**config.mk**
```make
export PLATFORM = sky130hd
export DESIGN_NAME = instr_fetch_unit
export DESIGN_NICKNAME = d
export VERILOG_FILES = /design/src/rtl/instr_fetch_unit.sv
export SDC_FILE = /design/constraint.sdc
export NUM_CORES = 1
export LEC_CHECK = 0
export CAP_MARGIN = 20
export CORE_UTILIZATION = 35
export CTS_BUF_LIST = sky130_fd_sc_hd__clkbuf_8 sky130_fd_sc_hd__clkbuf_16
export DETAILED_ROUTE_END_ITERATION = 16
export PLACE_DENSITY_LB_ADDON = 0.3
export SYNTH_ARGS = -nofsm -noshare
export SYNTH_HDL_FRONTEND = slang
export SYNTH_SLANG_ARGS = --single-unit
```
**constraint.sdc**
```tcl
create_clock -name clk -period 2.57 [get_ports clk]
set_input_delay 0.514 -clock clk [delete_from_list [all_inputs] [get_ports clk]]
set_output_delay 0.514 -clock clk [all_outputs]
set_load 0.005 [all_outputs]
```
**src/rtl/instr_fetch_unit.sv**
```systemverilog
// Fetch stage: issues one memory request per PC, holds the returned word for decode,
// and pulses pc_advance once per fetched instruction. Handles stall, flush and ack watchdog.
module instr_fetch_unit #(
    parameter int ADDR_W      = 16,
    parameter int DATA_W      = 16,
    parameter int ACK_TIMEOUT = 255
) (
    input  logic              clk,
    input  logic              rst,
    input  logic [ADDR_W-1:0] pc_in,
    input  logic              flush,
    input  logic              stall,
    output logic              mem_req,
    output logic [ADDR_W-1:0] mem_addr,
    input  logic              mem_ack,
    input  logic [DATA_W-1:0] mem_rdata,
    output logic [DATA_W-1:0] ir_out,
    output logic [ADDR_W-1:0] ir_pc,
    output logic              ir_valid,
    output logic              pc_advance,
    output logic              fetch_err
);

    typedef enum logic [2:0] {
        S_IDLE,
        S_NEXT,
        S_REQ,
        S_HOLD,
        S_DRAIN,
        S_ERR
    } state_t;

    localparam int CNT_W = (ACK_TIMEOUT > 1) ? $clog2(ACK_TIMEOUT + 1) : 1;
    localparam logic [CNT_W:0] TMO = (CNT_W + 1)'(ACK_TIMEOUT);

    state_t             state, state_nx;
    logic [CNT_W-1:0]   cnt, cnt_nx;
    logic [CNT_W:0]     cnt_inc;
    logic               wd_hit;
    logic               req_nx, valid_nx, adv_nx, err_nx;
    logic [ADDR_W-1:0]  addr_nx, irpc_nx;
    logic [DATA_W-1:0]  out_nx;

    // cnt holds the number of completed ack-less request cycles
    assign cnt_inc = {1'b0, cnt} + {{CNT_W{1'b0}}, 1'b1};
    assign wd_hit  = (ACK_TIMEOUT != 0) && !mem_ack && (cnt_inc == TMO);

    always_ff @(posedge clk or posedge rst) begin
        if (rst) begin
            state      <= S_IDLE;
            cnt        <= '0;
            mem_req    <= 1'b0;
            mem_addr   <= '0;
            ir_out     <= '0;
            ir_pc      <= '0;
            ir_valid   <= 1'b0;
            pc_advance <= 1'b0;
            fetch_err  <= 1'b0;
        end else begin
            state      <= state_nx;
            cnt        <= cnt_nx;
            mem_req    <= req_nx;
            mem_addr   <= addr_nx;
            ir_out     <= out_nx;
            ir_pc      <= irpc_nx;
            ir_valid   <= valid_nx;
            pc_advance <= adv_nx;
            fetch_err  <= err_nx;
        end
    end

    always_comb begin
        state_nx = state;
        cnt_nx   = cnt;
        req_nx   = mem_req;
        addr_nx  = mem_addr;
        out_nx   = ir_out;
        irpc_nx  = ir_pc;
        valid_nx = ir_valid;
        adv_nx   = 1'b0;
        err_nx   = fetch_err;
        unique case (state)
            S_IDLE: state_nx = S_NEXT;
            S_NEXT: begin
                valid_nx = 1'b0;
                if (!flush) begin
                    addr_nx  = pc_in;
                    req_nx   = 1'b1;
                    cnt_nx   = '0;
                    state_nx = S_REQ;
                end
            end
            S_REQ: begin
                if (mem_ack) begin
                    req_nx = 1'b0;
                    if (flush) begin
                        state_nx = S_NEXT;
                    end else begin
                        out_nx   = mem_rdata;
                        irpc_nx  = mem_addr;
                        valid_nx = 1'b1;
                        adv_nx   = 1'b1;
                        state_nx = S_HOLD;
                    end
                end else if (wd_hit) begin
                    req_nx   = 1'b0;
                    err_nx   = 1'b1;
                    state_nx = S_ERR;
                end else begin
                    cnt_nx = cnt_inc[CNT_W-1:0];
                    if (flush) state_nx = S_DRAIN;
                end
            end
            S_HOLD: begin
                if (flush || !stall) begin
                    valid_nx = 1'b0;
                    state_nx = S_NEXT;
                end
            end
            S_DRAIN: begin
                // the request cannot be withdrawn; wait it out and drop the data
                if (mem_ack) begin
                    req_nx   = 1'b0;
                    state_nx = S_NEXT;
                end else if (wd_hit) begin
                    req_nx   = 1'b0;
                    err_nx   = 1'b1;
                    state_nx = S_ERR;
                end else begin
                    cnt_nx = cnt_inc[CNT_W-1:0];
                end
            end
            S_ERR: begin
                req_nx   = 1'b0;
                valid_nx = 1'b0;
                err_nx   = 1'b1;
            end
            default: state_nx = S_IDLE;
        endcase
    end

endmodule

```
==> summary.txt <==
Run status
  • Status: complete, no violations

CTS
  • Clock latency on the worst-skew pair: ~0.33 ns
  • CTS Buffer Depth: 2
  • CTS tree: yes
  • Hold-fix buffers at CTS: 0
  • # H-tree levels: 3
  • Post_cts resized: 0
  • Register clock-pin slew on the reported worst setup and hold paths: 0.07 ns
  • Root Buffer: clkbuf_8
  • Num CTS Buffers: 9
  • Post-CTS Setup Bufs: 0
  • # clock sinks: between 60 and 70

Worst setup path
  • Startpoint types: register
  • Crit path max fanout: 14
  • Crit path DAT: roughly 2.4 ns
  • Critical Path RT: between 2 and 3 ns
  • Critical path capture point type: register
  • Setup Crit Path Kind: reg -> reg

Run
  • Max_cap viols: 0

Place
  • Buffers on Ports: 88
  • Placed Area: about 3700 um2
  • GPL Wtd Cong: slightly above 0.8
  • HPWL Detailed: between 4000 and 5000 um

Timing
  • Skew final: between 0.004 and 0.005 ns
  • Hold Fails Final Rpt: 0
  • Max Freq: 457 MHz
  • Max Slew Vio Count: 0
  • RSZ-0062 raised after global routing: no
  • Max-slew headroom: 62.7%
  • Finish-stage setup viols: 0
  • Setup TNS: 0 ns
  • Least-Margin Pin Slew: around 0.56 ns
  • Crit path time final: approximately 2.2 ns
  • Final worst-path cycle share: approximately 85%

Routing
  • Routed vias: approximately 2300
  • Routed len/inst: roughly 13 um
  • 1st-pass router iterations: 4
  • Overall routed net length: about 6500 um
  • First DRT Iteration DRCs: between 100 and 150
  • Via density: between 4 and 5
  • DRC: 0
  • Final ANT Viol Nets: 0

Floorplan
  • Die W: about 90 um
  • CORE AREA: 7370 um2
  • Die area: between 8000 and 9000 um2
  • Initial Util: roughly 37%
  • FP Rows: 31
  • Ports: 89
  • Die extent in y: between 90 and 100 um

Cells and area
  • Final Cell Area: around 4000 um2
  • Fill cells: between 600 and 700
  • Final core utilization: between 50% and 60%
  • Final net count: 432
  • Area Overhead vs Synth: 44.3%
  • Share of layout cells above drive strength 1: under 10%
  • ANT cells: 0

GRT
  • Largest net degree at the start of global routing: 33
  • Gr usage total: 17.3%
  • Global-route wire length before repair: ~11000 um
  • Number of global-route vias before repair: roughly 2200
  • Initial antenna violation count: 0
  • Overflow after GRT: 0

Pwr
  • Pwr dens: ~1000 nW/um2
  • Tot Pwr: between 4 and 5 mW
  • Max IR drop VDD: around 460 uV
  • P_leak: approximately 1.9 nW

Synthesis
  • Post-synth ARST share: 100%
  • Sequential element share of the synthesized area: approximately three fifths
  • Synth warn: 0
  • Synth cell types: 46
  • Post-Syn Area per Cell: between 9 and 10 um2
  • Synth Instances: 300
  • Most used DFF post-synth: dfrtp_1
  • Largest area contributor in the netlist: dfrtp_1
  • Synth cell count leaders: 151 x nand2_1, 63 x dfrtp_1
  • Top cell type's share of synthesized area: 58.1%
  • Post-synth EDFFs: 0
  • Count leader, synth: nand2_1
  • Synth top area cells: dfrtp_1 58%, nand2_1 21%, buf_2 1.3%, nand3_1 1.3%, o21ai_0 1.3%
  • Mapped Nets: 339
  • Mapped Area: 2710 um2
  • Flip-flop and latch count after synthesis: 63

Worst hold path
  • HP Class: in -> async
state kept, by name, indices dropped and copies added, names as in the netlist:
signal / cells
ir_out: 16
ir_pc: 16
mem_addr: 16
cnt: 8
state: 3
fetch_err: 1
ir_valid: 1
mem_req: 1
pc_advance: 1
power by group:
part | internal [mW] | total [mW] | switching [mW]
Clock | 0.462 | 0.831 | 0.369
Combinational | 0.916 | 1.50 | 0.579
Sequential | 1.39 | 1.70 | 0.313
Total | 2.77 | 4.03 | 1.26
final timing paths:
path | cells past startpoint | start | slack [ns] | endpoint
worst max-delay path | 7 | cnt[0] | 0.38 | cnt[3]
worst min-delay path | 2 | rst | 0.46 | ir_out[8]
worst max register to register | 7 | cnt[0] | 0.38 | cnt[3]
worst min register to register | 2 | ir_pc[4] | 0.47 | ir_pc[4]
max in group asynchronous | 3 | rst | 1.63 | cnt[4]
min in group clk | 2 | ir_pc[4] | 0.47 | ir_pc[4]
through the flow:
step | hold slack [ns] | cells | setup WS (ns)
finish | 0.460 | 497 | 0.380
global route | 0.487 | 497 | 0.225
CTS | 0.456 | 497 | 0.370
detailed placement | 0.461 | 481 | 0.370
global placement | 0.457 | 481 | 0.449
floorplan | 0.470 | 300 | 0.486
cell families (layout without fill, tap and decap cells):
| kind of cell | Yosys count | after routing | share of synthesized area (%) |
|---|---|---|---|
| compound gates | 26 | 26 | 7.01 |
| xor+xnor | 4 | 4 | 1.29 |
| fa+ha+maj | 2 | 2 | 0.923 |
| buf+inv | 20 | 118 | 3.65 |
| flops | 63 | 63 | 58.1 |
| mux | 2 | 2 | 0.784 |
| simple gates | 183 | 183 | 28.2 |
critical path: stages, from the launching register on:
cell      delay, ns
dfrtp_1        0.44
ha_1           0.26
or2b_1         0.25
o21ai_1        0.11
a31oi_1        0.12
o211ai_2       0.51
nor3_1         0.10
a211o_1        0.28
layout make-up:
cell class              instances  area (um2)  area share [%]
repair buffers                 96         953            24.4
inverters                       6        22.5           0.576
clock inverters                 6        53.8            1.38
well taps                      99         124            3.17
multi-input cells             217        1040            26.7
flip-flops and latches         63        1580            40.3
clock buffers                  10         138            3.52
cells in the final DEF, fill, tap and decap left out, types with 2 or more instances in the layout:
cell type,instances
nor2b_1,3
dfrtp_1,63
buf_4,7
nand3_1,7
o21ai_0,7
inv_1,7
ha_1,2
nand2_1,151
nor3_1,2
nor2_1,7
clkbuf_8,10
or2b_1,2
xnor2_1,4
clkdlybuf4s50_1,88
a31oi_1,2
routing by layer:
layer / global-route usage (%) / share of wire [%] / vias up
met4: 11.0 / 2.8 / 0
li1: - / - / 1146
met5: 0 / 0 / -
met1: 22.0 / 45 / 1095
met2: 26.4 / 47 / 65
met3: 3.98 / 5.6 / 13
(Power assumes the default switching activity.)
